### src/rtl/fetch_sequencer.sv
// Instruction-fetch sequencer: issues word fetches at currentAddress, holds each word for decode, and steers nextAddress.
// Optional FETCH_ALIGN_CHECK_EN traps misaligned redirect targets to the exception vector.
module fetch_sequencer #(
  parameter logic [31:0] RESET_VECTOR = 32'h0040_0000
) (
  input  logic        clk,
  input  logic        rst,
  input  logic [31:0] currentAddress,
  output logic [31:0] nextAddress,
  output logic        imem_req,
  output logic [31:0] imem_addr,
  input  logic        imem_ready,
  input  logic [31:0] imem_rdata,
  output logic [31:0] instr,
  output logic [31:0] instr_pc,
  output logic        instr_valid,
  input  logic        instr_accept,
  input  logic        redirect,
  input  logic [31:0] redirect_target,
  output logic        misalign_fault
);

  typedef enum logic [1:0] {FETCH, HOLD, DRAIN} state_t;

  state_t      state_reg, state_next;
  logic [31:0] instr_reg, pc_reg;
  logic        latch;
  logic        misaligned;
  logic [31:0] redirect_addr;

`ifdef FETCH_ALIGN_CHECK_EN
  localparam logic [31:0] EXC_VECTOR = 32'h8000_0180;

  always_comb begin
    misaligned    = (redirect_target[1:0] != 2'b00);
    redirect_addr = misaligned ? EXC_VECTOR : redirect_target;
  end
`else
  always_comb begin
    misaligned    = 1'b0;
    redirect_addr = redirect_target & ~32'h3;
  end
`endif

  always_comb begin
    state_next  = state_reg;
    latch       = 1'b0;
    imem_req    = 1'b0;
    nextAddress = currentAddress;
    if (!rst) begin
      nextAddress = RESET_VECTOR;
    end else begin
      case (state_reg)
        FETCH: begin
          imem_req = 1'b1;
          // A word returning alongside a redirect belongs to the squashed path.
          if (imem_ready && !redirect) begin
            latch      = 1'b1;
            state_next = HOLD;
          end else if (redirect && !imem_ready) begin
            state_next = DRAIN;
          end
        end
        HOLD: begin
          if (redirect || instr_accept) state_next = FETCH;
          if (instr_accept && !redirect) nextAddress = currentAddress + 32'd4;
        end
        DRAIN: begin
          if (redirect || imem_ready) state_next = FETCH;
        end
        default: state_next = FETCH;
      endcase
      if (redirect) nextAddress = redirect_addr;
    end
  end

  always_ff @(posedge clk) begin
    if (!rst) begin
      state_reg <= FETCH;
      instr_reg <= 32'd0;
      pc_reg    <= 32'd0;
    end else begin
      state_reg <= state_next;
      if (latch) begin
        instr_reg <= imem_rdata;
        pc_reg    <= currentAddress;
      end
    end
  end

  assign imem_addr      = currentAddress;
  assign instr          = instr_reg;
  assign instr_pc       = pc_reg;
  assign instr_valid    = (state_reg == HOLD);
  assign misalign_fault = rst & redirect & misaligned;

endmodule
### config.mk
export PLATFORM = sky130hd
export DESIGN_NAME = fetch_sequencer
export DESIGN_NICKNAME = d
export VERILOG_FILES = /design/src/rtl/fetch_sequencer.sv
export SDC_FILE = /design/constraint.sdc
export NUM_CORES = 1
export LEC_CHECK = 0
export ABC_AREA = 0
export BUFFER_PORTS_ARGS = -buffer_cell sky130_fd_sc_hd__buf_4
export CAP_MARGIN = 20
export CORE_MARGIN = 10
export CORE_UTILIZATION = 47
export CTS_CLUSTER_DIAMETER = 200
export DETAILED_ROUTE_END_ITERATION = 8
export GPL_ROUTABILITY_DRIVEN = 0
export PLACE_DENSITY = 0.95
export SYNTH_ARGS = -nofsm -noshare
export SYNTH_HDL_FRONTEND = slang
export SYNTH_SLANG_ARGS = --single-unit
export TNS_END_PERCENT = 10
### constraint.sdc
create_clock -name clk -period 6.7 [get_ports clk]
set_clock_uncertainty 0.15 [all_clocks]
set_input_delay 0.67 -clock clk [delete_from_list [all_inputs] [get_ports clk]]
set_output_delay 0.67 -clock clk [all_outputs]
set_load 0.03 [all_outputs]
; After elaboration in Yosys (flattened, before gate mapping)
; Index checks and enable logic that the tools add are counted.
[word_totals]
in_bits = 101
output_inout_bits = 131
reg_bits = 66
word_cells = 32
[op_classes]
muxes = 14
reduce_logical = 9
n_eq_ne = 5
add_sub_neg = 1
[ops]
columns = op, count
row1 = $mux 32, 4
row2 = $add 32x3->32 const B, 1
row3 = $mux 2, 4
row4 = $pmux 2 s3, 1
row5 = $mux 1, 5
row6 = $logic_and 1x1->1, 3
row7 = $ne 3x3->1 const B, 1
row8 = $reduce_and 3->1, 1
row9 = $eq 2x1->1 const B, 1
row10 = $eq 2x2->1 const B, 1
row11 = $logic_not 1->1, 2
row12 = $logic_not 2->1, 1
row13 = $logic_or 1x1->1, 2
row14 = $ne 2x1->1 const B, 1
row15 = $ne 2x2->1 const B, 1

; Depth between registers and ports, before layout
[logic_depth]
depth_word = 6
mapped_depth = 10

; Worst setup path after synthesis
; OpenSTA, ideal clock, no wires.
[synth_path]
kind = input port to output port
startpoint = input port currentAddress[8]
endpoint = output port nextAddress[27]
t_arrival_ps = 2867
path_stages = 6
slack_ps = 3013
required_time_ps = 5880
cell_sequence = clkbuf_1 -> nand4_1 -> or4_1 -> buf_2 -> or4_1 -> a311oi_1
[synth_via]
elab_chain_cells = 5
[synth_lines]
columns = item, line_no
row1 = from (decl), 8  ; input logic [31:0] currentAddress,
row2 = $add 32x3->32, 66  ; if (instr_accept && !redirect) nextAddress = currentAddress + 32'd4;
row3 = $mux 32, 66
row4 = $mux 32, 53  ; case (state_reg)
row5 = $mux 32, 73  ; if (redirect) nextAddress = redirect_addr;
row6 = $mux 32, 50  ; if (!rst) begin
row7 = to (decl), 9  ; output logic [31:0] nextAddress,
; Every way passes these cells.

; Final worst setup path
[layout_path]
startpoint = register state_reg[0]
endpoint = output port nextAddress[27]
[layout_via]
elab_chain_cells = 4
[layout_lines]
columns = item, line_no
row1 = from (decl), 25  ; state_t state_reg, state_next;
row2 = from (signal assigned), 83  ; state_reg <= state_next;
row3 = $eq 2x1->1, 53
row4 = $mux 32, 53
row5 = $mux 32, 73
row6 = $mux 32, 50
; Every way passes these cells.

==> reports/qor.csv <==
metric;value;unit
synth_commonest_cells;144 x nand2_1, 66 x dfxtp_1, 65 x a21oi_1;
r2r_start;state_reg[0];
insertion_delay;0.34;ns
grt_max_degree;76;
drt-wirelength-per-cell;18.0;µm
drive_gt1_share;36.3;%
synthXorXnorAreaFrac;1.63;%
grt_pass1_vias;4347;
timing.hold.worst.start;instr[23];
seq_area;1320;µm²
synth.most_common_cell;nand2_1;
antenna_left;0;
cpPeakStageDelay;0.73;ns
cp.arrival;3.18;ns
outcome;finished clean;
syn_nets;634;
cts_root_buf;clkbuf_8;
cts_hold_buf;0;
maxCapViolations;0;
dieArea;12000;µm²
finalHoldViolations;0;
muxShareOfSynthArea;1.10;%
synth.cell_area;3760;µm²
overflow;0;
finalSetupViolations;0;
worst_slack;2.70;ns
coreArea;7770;µm²
synth_ff_type;dfxtp_1;
area_delta_synth_final;45.2;%
critical_path_required;5.88;ns
synth.largest_area_cell;dfxtp_1;
synth_compound_area_share;20.1;%
relSlewSlack;46.3;%
cts.path.max_buffers;2;
critical_path.top_delay_family;simple AND/OR/NAND/NOR gates;
die_h;109;µm
dp_hpwl;11000;µm
multi_input_area;2020;µm²
worst_pin_slew;0.803;ns
first_pass_iters;5;
synth_simple_gate_area_share;29.8;%
vias_per_cell;5.53;
htree_levels;3;
wirelength;14500;µm
cts_buffers;9;
critPathLaunch;state_reg[0];
cts_tree;done;
portBuffers;228;
dp_cells;790;
end_kind;output port;
fmax;0.250;GHz
antenna_found_initial;0;
nets;804;
ys_seq_area_share;35.1;%
start_util;48.4;%
min_path_type;reg2reg;
pin_count;232;
synth_top_area_share;35.1;%
die_w;109;µm
synth-adder-area-share;0.998;%
cp.buffers_inverters;1;
grt_pass1_wl;21800;µm
final_util;70.3;%
rsz0062_at_grt;no;
synth.area.top_cells;dfxtp_1 35%, nand2_1 14%, a21oi_1 8.7%, buf_4 6.6%, clkbuf_1 3.4%;
postCtsResizedCells;0;
cp_max_fo;20;
synth_top_family_by_area;simple AND/OR/NAND/NOR gates;
dpl_worst_slack;2.81;ns
post_cts.repair.setup_buffers;0;
crit_chain;and3b_1 > nand4_1 > or4_1 > a311oi_1 > buf_4;
vias;4465;
syn_inst;530;
powerDensity;199;nW/µm²
yosys_warnings;0;
rows;32;
final_cells;807;
clkSlewWorstSetupHoldPaths;0.08;ns
synth_cell_types;43;
ys_seq_elements;66;
p_leak;2.39;nW
avgSynthCellArea;7.09;µm²
diodes;0;
slew_violations;0;
clkSinkCount;66;
crit_slowest_cell;nand4_1;
grtUsageTotal;22.5;%
tns;0;ns
fill_cells;638;
drc;0;
vdd_drop_max;0.000106;V
finalCritPeriodShare;59.6;%
crit_type;reg2out;
first_iter_violations;237;
power.total;1.09;mW
layout_min_cycle_time;4.00;ns
setup.worst_path.start_class;flop;
async_flop_share;0;%
synth_edf_count;0;
[stage by stage]
stage               hold slack [ns]  cell area [µm²]
detailed placement            0.297             5240
floorplan                     0.366             3760
CTS                           0.308             5440
global route                  0.323             5460
finish                        0.307             5460
global placement              0.292             5220
[kinds of logic (layout without fill, tap and decap cells)]
family | after synthesis | count (layout)
mux | 4 | 4
buf+inv | 78 | 253
other cells | 1 | 1
flops | 66 | 66
xor+xnor | 7 | 7
simple gates | 242 | 242
compound gates | 129 | 129
fa+ha+maj | 3 | 3
[cell usage in the layout, fill, tap and decap left out, types with 13 or more instances in the layout]
| master | netlist | final |
|---|---|---|
| dfxtp_1 | 66 | 66 |
| a21oi_1 | 65 | 65 |
| nand4_1 | 13 | 13 |
| o21ai_0 | 22 | 22 |
| or4_1 | 13 | 13 |
| nand2_1 | 144 | 143 |
| nor2_1 | 24 | 24 |
| a31oi_1 | 13 | 13 |
| buf_4 | 33 | 230 |
[layer usage]
| layer | vias up | global-route usage (%) | share of wire, % |
|---|---|---|---|
| met5 | - | 0 | 0 |
| met4 | 0 | 7.99 | 2.3 |
| met3 | 22 | 7.26 | 10 |
| met2 | 217 | 40.5 | 51 |
| met1 | 2065 | 24.0 | 36 |
| li1 | 2161 | - | - |
[area by class of cell]
| type | instances | area share, % |
|---|---|---|
| clock buffers | 9 | 2.27 |
| clock inverters | 7 | 1.44 |
| inverters | 5 | 0.344 |
| multi-input cells | 386 | 37.1 |
| flip-flops and latches | 66 | 24.2 |
| well taps | 102 | 2.34 |
| repair buffers | 232 | 32.4 |
[final timing paths]
path | end | slack, ns | cells past startpoint
worst max-delay path | nextAddress[27] | 2.70 | 5
worst min-delay path | instr[23] | 0.31 | 2
worst max register to register | instr[24] | 5.03 | 5
worst min register to register | instr[23] | 0.31 | 2
[worst register-to-register path, cell delays in order, from the launching register on]
cell and delay (ns):
dfxtp_1 0.45, nor2_1 0.10, nand2_2 0.37, buf_12 0.28
nand2_1 0.09, a21oi_1 0.17
[power breakdown]
group / internal (mW) / switching [mW] / leakage, nW / total (mW)
combinational: 0.124 / 0.198 / 1.75 / 0.322
clock: 0.175 / 0.165 / 0.104 / 0.340
sequential: 0.412 / 0.0113 / 0.538 / 0.424
total: 0.711 / 0.374 / 2.39 / 1.09
Note: power is estimated with default switching activity, not from simulation.
